## src/rtl/vga_timing_gen.sv

```systemverilog
// Parametrised VGA/VESA raster timing generator: counters, syncs, blanks and line/frame strobes.
// Optional macro VGA_TIMING_FRAME_CNT_EN adds a 16-bit registered frame counter output.
module vga_timing_gen #(
   parameter int unsigned CW        = 11,
   parameter int unsigned H_ACTIVE  = 800,
   parameter int unsigned H_FP      = 40,
   parameter int unsigned H_SYNC    = 128,
   parameter int unsigned H_BP      = 88,
   parameter int unsigned V_ACTIVE  = 600,
   parameter int unsigned V_FP      = 1,
   parameter int unsigned V_SYNC    = 4,
   parameter int unsigned V_BP      = 23,
   parameter int unsigned HSYNC_POL = 1,
   parameter int unsigned VSYNC_POL = 1
) (
   input  logic          pclk,
   input  logic          rst,
   input  logic          ce,
   output logic [CW-1:0] hcount,
   output logic [CW-1:0] vcount,
   output logic          hsync,
   output logic          vsync,
   output logic          hblnk,
   output logic          vblnk,
   output logic          line_start,
`ifdef VGA_TIMING_FRAME_CNT_EN
   output logic          frame_start,
   output logic [15:0]   frame_cnt
`else
   output logic          frame_start
`endif
);

   localparam int unsigned H_TOTAL = H_ACTIVE + H_FP + H_SYNC + H_BP;
   localparam int unsigned V_TOTAL = V_ACTIVE + V_FP + V_SYNC + V_BP;

   if ((H_TOTAL > (2 ** CW)) || (V_TOTAL > (2 ** CW))) begin : g_size_check
      $error("vga_timing_gen: H_TOTAL or V_TOTAL does not fit in CW bits");
   end

   localparam logic [CW-1:0] H_LAST = CW'(H_TOTAL - 1);
   localparam logic [CW-1:0] V_LAST = CW'(V_TOTAL - 1);
   localparam logic [CW-1:0] H_ACT  = CW'(H_ACTIVE);
   localparam logic [CW-1:0] V_ACT  = CW'(V_ACTIVE);

   // Sync window bounds carry one extra bit so an end equal to 2^CW cannot alias to zero.
   localparam logic [CW:0] HS_BEG = (CW+1)'(H_ACTIVE + H_FP);
   localparam logic [CW:0] HS_END = (CW+1)'(H_ACTIVE + H_FP + H_SYNC);
   localparam logic [CW:0] VS_BEG = (CW+1)'(V_ACTIVE + V_FP);
   localparam logic [CW:0] VS_END = (CW+1)'(V_ACTIVE + V_FP + V_SYNC);

   localparam logic HS_ON = (HSYNC_POL != 0);
   localparam logic VS_ON = (VSYNC_POL != 0);

   logic          h_wrap;
   logic          v_wrap;
   logic [CW-1:0] h_next;
   logic [CW-1:0] v_next;
   logic          hs_next;
   logic          vs_next;

   always_comb begin
      h_wrap  = (hcount == H_LAST);
      v_wrap  = (vcount == V_LAST);
      h_next  = h_wrap ? '0 : hcount + CW'(1);
      v_next  = vcount;
      if (h_wrap) begin
         v_next = v_wrap ? '0 : vcount + CW'(1);
      end
      hs_next = ({1'b0, h_next} >= HS_BEG) && ({1'b0, h_next} < HS_END);
      vs_next = ({1'b0, v_next} >= VS_BEG) && ({1'b0, v_next} < VS_END);
   end

   // Status outputs are decoded from the next count so they line up with the registered counters.
   always_ff @(posedge pclk) begin
      if (rst) begin
         hcount      <= '0;
         vcount      <= '0;
         hsync       <= ~HS_ON;
         vsync       <= ~VS_ON;
         hblnk       <= 1'b0;
         vblnk       <= 1'b0;
         line_start  <= 1'b0;
         frame_start <= 1'b0;
      end else begin
         line_start  <= 1'b0;
         frame_start <= 1'b0;
         if (ce) begin
            hcount      <= h_next;
            vcount      <= v_next;
            hsync       <= hs_next ? HS_ON : ~HS_ON;
            vsync       <= vs_next ? VS_ON : ~VS_ON;
            hblnk       <= (h_next >= H_ACT);
            vblnk       <= (v_next >= V_ACT);
            line_start  <= h_wrap;
            frame_start <= h_wrap && v_wrap;
         end
      end
   end

`ifdef VGA_TIMING_FRAME_CNT_EN
   always_ff @(posedge pclk) begin
      if (rst) begin
         frame_cnt <= '0;
      end else if (ce && h_wrap && v_wrap) begin
         frame_cnt <= frame_cnt + 16'd1;
      end
   end
`endif

endmodule

```

## config.mk

```make
export PLATFORM = sky130hd
export DESIGN_NAME = vga_timing_gen
export DESIGN_NICKNAME = d
export VERILOG_FILES = /design/src/rtl/vga_timing_gen.sv
export SDC_FILE = /design/constraint.sdc
export NUM_CORES = 1
export LEC_CHECK = 0
export CORE_AREA = 4 4 64 66
export CTS_BUF_LIST = sky130_fd_sc_hd__clkbuf_4
export DETAILED_ROUTE_END_ITERATION = 8
export DIE_AREA = 0 0 68 70
export GPL_TIMING_DRIVEN = 0
export PLACE_DENSITY = 0.89
export RECOVER_POWER = 100
export SLEW_MARGIN = 15
export SYNTH_ARGS = -nofsm -noshare
export SYNTH_HDL_FRONTEND = slang
export SYNTH_SLANG_ARGS = --single-unit
```

## constraint.sdc

```tcl
create_clock -name pclk -period 2.75 [get_ports pclk]
set_clock_uncertainty 0.1 [all_clocks]
set_input_delay 0.55 -clock pclk [delete_from_list [all_inputs] [get_ports pclk]]
set_output_delay 0.55 -clock pclk [all_outputs]
set_load 0.02 [all_outputs]
```

==> results of run 1 <==
## flip-flops by register name, indices dropped and copies added (netlist names)
signal	cells
frame_start	1
hblnk	1
vsync	1
vcount	11
hsync	1
hcount	11
vblnk	1
line_start	1
## cell usage in the layout, fill, tap and decap left out, drive strengths merged, types with 4 or more instances in the layout
cell	Yosys	final
nand3	11	11
nor3	7	7
dlygate4sd3	0	29
and4	4	4
o211ai	5	5
xor2	8	8
inv	6	6
nand2	19	19
dfxtp	28	28
or3	5	5
nor3b	5	5
nor2	29	29
and3	9	9
a21oi	17	17
buf	15	13
clkbuf	8	13
o21ai	17	17
nand4	8	8
## stage by stage
stage | util, % | power [mW] | cell area [um^2] | std cells | worst slack (ns)
floorplan | - | 0.461 | 1870 | 243 | 0.470
global placement | 61.9 | 0.483 | 2220 | 320 | 0.188
detailed placement | 61.9 | 0.484 | 2220 | 320 | 0.193
CTS | 62.6 | 0.657 | 2240 | 323 | 0.324
global route | 62.2 | 0.669 | 2230 | 323 | 0.0734
finish | 62.2 | 0.648 | 2230 | 323 | 0.279
## area by class of cell
cell class,instances,area (um^2)
fillers,324,1350
multi-input cells,186,1150
flip-flops and latches,28,561
repair buffers,29,290
plain buffers,23,123
well taps,48,60.1
clock buffers,3,22.5
inverters,6,22.5
## final timing paths
kind / slack (ns) / cells after the start / start / to
max: 0.28 / 9 / hcount[0] / hblnk
min: 0.39 / 2 / hsync / hsync
max reg2reg: 0.28 / 9 / hcount[0] / hblnk
min reg2reg: 0.39 / 2 / hsync / hsync
## worst max-delay path, cell delays in order, from the launching register on
cell	delay (ns)
dfxtp_1	0.37
ha_1	0.27
and4_1	0.22
buf_4	0.15
and3_1	0.19
buf_6	0.15
nand2_4	0.10
clkbuf_1	0.43
o21ai_0	0.17
a311oi_1	0.25
## metal layers
metal / global-route usage [%] / vias up / share of wire, %
met3: 1.77 / 9 / 6.9
met4: 9.05 / 0 / 2.1
met1: 30.1 / 901 / 46
met2: 30.7 / 73 / 45
li1: - / 958 / -
met5: 0 / - / 0
## report_power, final
group / switching (mW) / leakage (nW) / internal (mW)
clock network: 0.123 / 0.0138 / 0.0517
registers: 0.00671 / 0.227 / 0.412
logic: 0.0334 / 0.654 / 0.0205
total: 0.163 / 0.894 / 0.484
## logic make-up (layout without fill, tap and decap cells)
group / count (synthesis) / in the layout
simple gates: 110 / 110
compound gates: 63 / 63
buf+inv: 29 / 61
flops: 28 / 28
xor+xnor: 10 / 10
fa+ha+maj: 2 / 2
mux: 1 / 1
==> metrics.txt, run 1 <==
vias in the first global route=roughly 1800; P_leak=0.894 nW; antenna cells=0; DRC violations left=0; ranking of synthesized cells by area=dfxtp_1 (30%), nor2_1 (5.8%), a21oi_1 (4.6%); setup bufs post-CTS=0; CTS Hold Bufs=0; largest family of logic cells by synthesized area=simple AND/OR/NAND/NOR gates; crit-path max FO=10; max-capacitance violation count=0; die height=70 um; Reg clk slew, reported paths=0.14 ns; Max Slew Vio Count=0; Synth warnings=0; worst hold margin=approximately 0.39 ns; Post-Synth Simple-Gate Area=32.9%; syn nets=between 200 and 250; Synth Register Bits=28; Tmin final=2.47 ns; worst hold-check path type=reg2reg; Root Buffer=clkbuf_4; CTS H-tree depth=1; EDFF count, synth=0; fmax=405 MHz; 1st-pass router iterations=5; Syn Area/Cell=approximately 7.7 um^2; cts bufs inserted=3; Fin. Hold Viols=0; Commonest cells post-synth=nor2_1 (29), dfxtp_1 (28), nand2_1 (18); Total GRT Usage=~21%; area share of xor/xnor cells in the synthesized design=under 10%; RSZ-0062 raised after global routing=no; Worst Setup End Kind=register; worst-margin pin slew=0.570 ns; io pins=31; share of the synthesized area in the top cell type=30.0%; die width=68 um; cell taking the most area after synthesis=dfxtp_1; setup_tns=0 ns; register area share after synthesis=30.0%; slew margin rel.=62.0%; # rows=22; Setup CP Type=reg2reg; clk buf depth=2; Mapped Area=1870 um^2; worst skew pair latency=around 0.34 ns; adder-cell share of the synthesized area=between 1 and 1.5%; layout cells sized above 1=8.73%; Critical Path AT=2.63 ns; DRT antenna net count=0; Initial Utilization=52.1%; Final setup viols=0; outcome=completed; most common cell in the netlist=nor2_1; core box area=3580 um^2; Congestion Overflow GR=0; Port Buffers=29; Clock Sinks=28; Die ar.=4760 um^2; mux contribution to synthesized area=0.537%; Final Wtd Congestion=0.936; Initial DRC Count=about 140; CP required=2.91 ns; global-route wire length before repair=about 8000 um; via count of the routed design=1941; Detailed Route WL=around 4600 um; Cells after Synth=between 200 and 250; post-DP HPWL=3400 um; detailed-route wire length per cell=around 14 um; Via density=~6; Tcrit/Tclk final=89.8%; Pwr Density=slightly below 300 nW/um^2; Max VDD drop=160 uV; predominant post-synthesis flop cell=dfxtp_1; Syn-to-layout area delta=19.3%; post-synthesis cell type count=55; CP startpoint kind=register; largest net degree at the start of global routing=15; Synth Area in Compound Gates=between 20% and 30%; post_cts resized=0; Synth async-reset ratio=0%; CTS tree=yes; Layout Nets=282; initial antenna violation count=0
Power figures use the tool's default switching activity.
==> inputs of run 2 (changes only) <==
--- a/config.mk
+++ b/config.mk
@@ -5,12 +5,13 @@
 export SDC_FILE = /design/constraint.sdc
 export NUM_CORES = 1
 export LEC_CHECK = 0
-export CORE_AREA = 4 4 64 66
+export CORE_AREA = 4 4 60 62
 export CTS_BUF_LIST = sky130_fd_sc_hd__clkbuf_4
 export DETAILED_ROUTE_END_ITERATION = 8
-export DIE_AREA = 0 0 68 70
+export DIE_AREA = 0 0 64 66
+export DONT_BUFFER_PORTS = 1
 export GPL_TIMING_DRIVEN = 0
-export PLACE_DENSITY = 0.89
+export PLACE_DENSITY = 0.86
 export RECOVER_POWER = 100
 export SLEW_MARGIN = 15
 export SYNTH_ARGS = -nofsm -noshare
==> metrics.txt, run 2 (same netlist as run 1, synthesis figures left out) <==
fmax=400 MHz; outcome=completed; detailed-route wire length per cell=15.6 um; final design utilization=63.5%; CP startpoint kind=register; Max Slew Vio Count=0; CP required=2.92 ns; global-route wire length before repair=between 7000 and 8000 um; RSZ-0062 raised after global routing=no; Final setup viols=0; Detailed Route WL=4520 um; setup_tns=0 ns; setup bufs post-CTS=0; layout cells sized above 1=10.2%; DRC violations left=0; Syn-to-layout area delta=3.08%; crit-path max FO=10; clk buf depth=2; slew margin rel.=65.1%; Clock Sinks=28; via count of the routed design=roughly 1800; DRT antenna net count=0; cts bufs inserted=3; io pins=31; Setup CP Type=reg2reg; Final Wtd Congestion=about 0.9; Via density=~6.3; Total GRT Usage=23.0%; largest net degree at the start of global routing=15; worst hold-check path type=in2reg; Worst Setup End Kind=register; Top Registers=hcount x11, vcount x11; die width=64 um; max-capacitance violation count=0; commonest non-fill, non-tap cell in the layout=nor2_1; Tcrit/Tclk final=90.8%; Root Buffer=clkbuf_4; CTS H-tree depth=1; 1st-pass router iterations=4; Die ar.=approximately 4200 um^2; Congestion Overflow GR=0; CTS tree=yes; Initial Utilization=slightly above 60%; Max VDD drop=244 uV; vias in the first global route=1669; post-DP HPWL=between 3000 and 4000 um; most frequent cells in the layout=nor2_1 (29), dfxtp_1 (26), nand2_1 (19), a21oi_1 (17), o21ai_0 (15); Reg clk slew, reported paths=approximately 0.15 ns; # rows=20; core box area=3030 um^2; Fin. Hold Viols=0; worst skew pair latency=0.32 ns; Critical Path AT=2.67 ns; P_leak=0.684 nW; Tmin final=2.50 ns; Pwr Density=329 nW/um^2; Layout Nets=about 250; Fill cells=287; Initial DRC Count=roughly 180; Port Buffers=0; worst-margin pin slew=0.523 ns; antenna cells=0; die height=about 66 um; initial antenna violation count=0; reg-to-reg slack, setup=0.25 ns
==> run 2: worst paths after layout <==
kind,depth (start not counted),to,startpoint
max,8,vcount[8],hcount[0]
min,3,hcount[0],ce
max reg2reg,8,vcount[8],hcount[0]
min reg2reg,2,vcount[1],vcount[1]
==> run 2: layout make-up <==
class,instances,area [um^2],area share (%)
Multi-Input combinational cell,186,1140,59.1
Tap cell,44,55.1,2.86
Sequential cell,28,563,29.3
Inverter,6,22.5,1.17
Clock buffer,3,22.5,1.17
Buffer,23,123,6.38
==> run 2: what timing repair did <==
action                                  4_1_cts  5_1_grt
hold buffers                                  0        0
endpoints found under the setup margin        0        2
gates resized for setup                       0        2
==> run 2: layer usage <==
layer	vias up	track usage (%)	part of all wire (%)
met2	64	36.5	46
met4	0	7.82	1.5
met3	11	4.08	6.4
met1	847	31.2	46
met5	-	0	0
li1	899	-	-
==> run 2: worst max-delay path, cell delays in order, from the launching register on <==
cell and delay [ns]:
dfxtp_1 0.54, ha_1 0.31, and4_1 0.22, buf_4 0.14, and3_1 0.20, buf_6 0.14
nand2_1 0.14, or4_1 0.50, a21oi_1 0.14
==> run 2: through the flow <==
step	area (um^2)	std cells	hold slack (ns)	power [mW]	setup slack (ns)
floorplan	1870	243	0.450	0.461	0.470
global placement	1920	287	0.476	0.470	0.232
detailed placement	1920	287	0.479	0.471	0.201
CTS	1940	290	0.354	0.636	0.147
global route	1920	290	0.351	0.662	0.0732
finish	1920	290	0.364	0.632	0.253
==> run 2: report_power, final <==
group,switching (mW),internal [mW],leakage (nW)
combinational,0.0227,0.0119,0.442
sequential,0.0158,0.412,0.228
clock,0.118,0.0514,0.0138
==> inputs of run 3 (changes only) <==
==> config.mk (replaced) <==
export PLATFORM = sky130hd
export DESIGN_NAME = vga_timing_gen
export DESIGN_NICKNAME = d
export VERILOG_FILES = /design/src/rtl/vga_timing_gen.sv
export SDC_FILE = /design/constraint.sdc
export NUM_CORES = 1
export LEC_CHECK = 0
export CORE_AREA = 4 4 71 73
export CTS_BUF_LIST = sky130_fd_sc_hd__clkbuf_4
export DETAILED_ROUTE_END_ITERATION = 8
export DIE_AREA = 0 0 75 77
export DONT_BUFFER_PORTS = 1
export GPL_TIMING_DRIVEN = 0
export PLACE_DENSITY = 0.67
export RECOVER_POWER = 100
export SLEW_MARGIN = 15
export SYNTH_ARGS = -nofsm -noshare
export SYNTH_HDL_FRONTEND = slang
export SYNTH_SLANG_ARGS = --single-unit
export TNS_END_PERCENT = 30
==> metrics.txt, run 3 (same netlist as run 1, synthesis figures left out) <==
CTS H-tree depth=1; cts bufs inserted=3; Max VDD drop=157 uV; CP required=2.92 ns; Max Slew Vio Count=0; max-capacitance violation count=0; min setup slack post-route=0.240 ns; die width=75 um; Congestion Overflow GR=0; CP startpoint kind=register; worst-margin pin slew=0.560 ns; DRC violations left=0; detailed-route wire length per cell=between 15 and 20 um; Critical Path Max Stage Delay=0.44 ns; most frequent cells in the layout=nor2_1 (29), dfxtp_1 (26), nand2_1 (18), a21oi_1 (17), o21ai_0 (15); Tmin final=about 2.5 ns; final design utilization=45.4%; setup_tns=0 ns; Top Registers=hcount x11, vcount x11; P_leak=approximately 0.71 nW; die height=a little under 80 um; global-route wire length before repair=8170 um; Clock Sinks=28; worst hold margin=0.324 ns; Final Wtd Congestion=roughly 0.88; clk buf depth=2; worst skew pair latency=approximately 0.34 ns; Total GRT Usage=17.6%; Critical Path AT=2.68 ns; outcome=completed; Initial DRC Count=approximately 170; Post-Place Worst Slack=just under 0.2 ns; via count of the routed design=roughly 1700; Setup CP Type=reg2reg; DRT antenna net count=0; Detailed Route WL=4800 um; worst path cell trace=ha_1, and4_1, buf_4, and3_4, buf_6, nand2_4, clkbuf_1, o21ai_0, a311oi_1; Buf/Inv on CP=3; fmax=398 MHz; vias in the first global route=1638; CTS tree=yes; io pins=31; worst hold-check path type=in2reg; Fill cells=433; core box area=4350 um^2; Fin. Hold Viols=0; Multi-input gate area=~1200 um^2; Layout Nets=253; largest net degree at the start of global routing=17; Worst Setup End Kind=register; 1st-pass router iterations=4; critical path's top delay family=buffers and inverters; Final setup viols=0; # rows=24; post-DP HPWL=3480 um; CTS Hold Bufs=0; layout cells sized above 1=between 10% and 20%; commonest non-fill, non-tap cell in the layout=nor2_1; initial antenna violation count=0; Crit-path slowest cell=dfxtp_1; Die ar.=5780 um^2; flip-flop and latch area=563 um^2; Port Buffers=0; Initial Utilization=42.8%; Syn-to-layout area delta=5.90%; Tcrit/Tclk final=between 90% and 100%; slew margin rel.=a little over three fifths; Pwr Density=378 nW/um^2; Via density=5.84; crit-path max FO=10; total design power=between 0.7 and 0.8 mW; RSZ-0062 raised after global routing=no; Root Buffer=clkbuf_4; antenna cells=0; Reg clk slew, reported paths=0.16 ns
[run 3: cell count changes in the layout (fill, tap and decap cells not counted)]
| cell | previous run | this run |
|---|---|---|
| nor4_2 | 1 | 0 |
| bufinv_16 | 0 | 1 |
| nand2_4 | 0 | 1 |
| clkbuf_1 | 10 | 11 |
| and3_1 | 9 | 8 |
| and3_4 | 0 | 1 |
| nor4_1 | 1 | 2 |
| o41ai_2 | 0 | 1 |
| buf_2 | 8 | 7 |
| nand2_1 | 19 | 18 |
| o41ai_1 | 1 | 0 |
[run 3: worst paths after layout]
path | startpoint | end | slack (ns) | cells past startpoint
worst max-delay path | hcount[0] | hblnk | 0.24 | 9
worst min-delay path | ce | hcount[0] | 0.32 | 3
worst max register to register | hcount[0] | hblnk | 0.24 | 9
worst min register to register | vcount[1] | vcount[1] | 0.46 | 2
[run 3: worst reg2reg max path, stage by stage, from the launching register on]
cell and delay, ns:
dfxtp_1 0.44, ha_1 0.30, and4_1 0.22, buf_4 0.15, and3_4 0.17, buf_6 0.14
nand2_4 0.10, clkbuf_1 0.40, o21ai_0 0.16, a311oi_1 0.25
[run 3: cell type report]
class | instances | share of cell area (%)
inverter | 6 | 1.14
sequential | 28 | 28.5
clock buffer | 3 | 1.14
buffer | 23 | 6.14
tap | 52 | 3.29
clock inverter | 1 | 1.52
multi-input combinational | 186 | 58.3
[run 3: repair_timing]
action                                  4_1_cts  5_1_grt
setup buffers                                 0        0
resized for setup                             0        2
endpoints found under the setup margin        0        2
[run 3: report_power, final]
part / leakage (nW) / switching (mW) / internal (mW) / total [mW]
Clock: 0.0279 / 0.137 / 0.148 / 0.284
Sequential: 0.228 / 0.0157 / 0.412 / 0.428
Combinational: 0.454 / 0.0226 / 0.0119 / 0.0346
Total: 0.709 / 0.175 / 0.572 / 0.747
[run 3: per-layer routing]
metal | share of wire, % | up-vias | track usage [%]
li1 | - | 908 | -
met1 | 49 | 791 | 26.4
met2 | 43 | 42 | 24.6
met3 | 6.2 | 5 | 3.92
met4 | 1.3 | 0 | 5.52
met5 | 0 | - | 0
[run 3: through the flow]
stage                     instance area (um^2)  instances
after floorplan                           1870        243
after global placement                    1930        295
after detailed placement                  1930        295
after CTS                                 1980        299
after global routing                      1980        299
final                                     1980        299
==> patch, RTL diff (settings of run 2) <==
The option `VGA_TIMING_FRAME_CNT_EN` is turned on by a define.
--- a/src/rtl/vga_timing_gen.sv
+++ b/src/rtl/vga_timing_gen.sv
@@ -2,2 +2,4 @@
 // Optional macro VGA_TIMING_FRAME_CNT_EN adds a 16-bit registered frame counter output.
+`define VGA_TIMING_FRAME_CNT_EN
+
 module vga_timing_gen #(
Formal check against the unedited RTL (old outputs only; new: frame_cnt): equivalent (Yosys induction, for registers that start in step).
==> patch against run 2 <==
  * Cell count is 21% higher
  * Synthesized area increased by 31%
  * Non-clock buffer count shrank 4
  * Setup slack got worse by 0.099 ns
  * Via count is 28% higher
  * Synthesized cell count rose by 22%
  * Cell area grew 37%
  * Highest routed layer unchanged
  * Wire length grew 36%
  * Sequential cell count up 16
  * Critical path depth shrank 1
  * Fmax down 3.8%
  * Power up 76%
==> patch: results (changes against run 2) <==
Parameter                              Value

GRT
  Met3 track demand over resource in global routing ... 0.0867 (+0.0459)
  First-pass GRT wire length ... 10300 µm (+31%)
  Number of global-route vias before repair ... 2173 (+30%)
  Total global routing track utilization ... 0.315 (+0.0852)
  GR met2 Demand/Resource ... 0.543 (+0.178)
  Met1 Track Usage GR ... 0.355 (+0.0435)
  Largest net degree at the start of global routing ... 16 (+1)

Pwr
  Leak Pwr ... 0.928 nW (+36%)

Logic synthesis
  Post-synthesis share of cell area spent on xor and xnor gates ... 0.104 (+0.0568)
  Number of nets in the synthesized netlist ... 303 (+22%)
  Synthesized-area fraction occupied by adder cells ... 0.0153 (+0.00192)
  Cells taking the most area after synthesis ... sky130_fd_sc_hd__dfxtp_1 (36%), sky130_fd_sc_hd__nor2_1 (7.7%), sky130_fd_sc_hd__xor2_1 (5.4%)
  Post-synth top cells ... sky130_fd_sc_hd__nor2_1 (50), sky130_fd_sc_hd__dfxtp_1 (44), sky130_fd_sc_hd__nand2_1 (22)
  Proportion of synthesized area in mux cells ... 0.0164 (+0.0110)
  Area fraction in compound gates after synthesis ... 0.125 (-0.100)

Placement
  Worst Setup Slack post-DPL ... -0.0438 ns (-0.245 ns)
  GPL Wtd Cong ... 0.891 (-1.6%)
  Post-placement cell area ... 0.00250 mm² (+30%)
  Detailed-placement wirelength estimate ... 4050 µm (+22%)

Critical path
  Start point of the critical path ... hcount[7]
  Crit-path max cell delay ... 0.56 ns (+0.02 ns)
  Library cell contributing the largest single delay on the critical path ... sky130_fd_sc_hd__or4b_4
  Highest net fanout along the worst path ... 7 (-3)
  Top cell family by delay on the critical path ... simple AND/OR/NAND/NOR gates
  Crit path arrival time ... 2.77 ns (+0.10 ns)

Clock tree
  Number of clock buffers inserted by TritonCTS ... 5 (+2)
  Clock insertion delay at the later pin of the skew report ... 0.37 ns (+0.05 ns)
  Clock transition at the register clock pins on the worst setup and hold paths after CTS ... 0.13 ns (-0.02 ns)
  Number of levels the H-tree was split into ... 2 (+1)

Drt
  WL final ... 6160 µm (+36%)
  Starting DRC count in detailed routing ... 229 (+24%)
  Detail-routed via count per cell ... 6.63 (+5.6%)

Cells and area
  Final layout net count ... 313 (+24%)
  Layout cell share with drive strength beyond 1 ... 0.133 (+0.0315)
  Registers with the most flip-flops ... frame_cnt (16), hcount (11), vcount (11)

Run status
  Result of the run ... complete, no violations

Timing
  Slew @ Worst Pin ... 0.559 ns (+0.0360 ns)
## patch: changes by cell type after synthesis, sizes merged, moves of 4 or more
cell    before  now
a21oi       17   12
nor3b        5    1
nand3       11    6
buf         15    8
xor2         8   15
nor2        29   51
dfxtp       28   44
nand4        8   13
nor3         7   15
xnor2        2   14
nand2       19   23
o211ai       5    0
## patch: cells by family after synthesis
group / Yosys count
mux: 4
buf+inv: 21
xor+xnor: 29
compound gates: 47
simple gates: 149
fa+ha+maj: 3
flops: 44
## patch: metal layers
metal  routed length [µm]  up-vias
li1                     -     1086
met1                 2310     1083
met2                 3040      140
met3                  612       24
met4                  210        0
met5                    0        -
## patch: worst paths after layout
kind           endpoint  cells after the start  slack, ns
max               vblnk                      7       0.15
min          line_start                      2       0.28
max reg2reg       vblnk                      7       0.15
min reg2reg   vcount[0]                      2       0.50
## patch: repair_timing
action / in CTS / in global routing
pin swaps: 2 / 2
setup buffers: 3 / 0
hold buffers: 0 / 0
gates resized for setup: 1 / 11
setup endpoints to repair: 11 / 12
## patch: power by group
part	internal, W	switching [W]	total [W]
combinational	0.0000110	0.0000268	0.0000378
clock	0.000194	0.000224	0.000418
sequential	0.000643	0.0000134	0.000656
total	0.000848	0.000264	0.00111
## patch: final cells by class
| type | instances | area, µm² |
|---|---|---|
| Sequential cell | 44 | 887 |
| Timing Repair Buffer | 3 | 18.8 |
| Fill cell | 163 | 400 |
| Clock buffer | 5 | 37.5 |
| Tap cell | 44 | 55.1 |
| Clock inverter | 3 | 46.3 |
| Multi-Input combinational cell | 232 | 1480 |
| Inverter | 5 | 18.8 |
| Buffer | 16 | 83.8 |
## patch: stage by stage
stage | std cells | setup TNS (ns) | total power (W)
floorplan | 297 | 0 | 0.000694
global placement | 341 | -0.102 | 0.000704
detailed placement | 341 | -0.183 | 0.000706
CTS | 352 | 0 | 0.00111
global route | 352 | 0 | 0.00115
finish | 352 | 0 | 0.00111
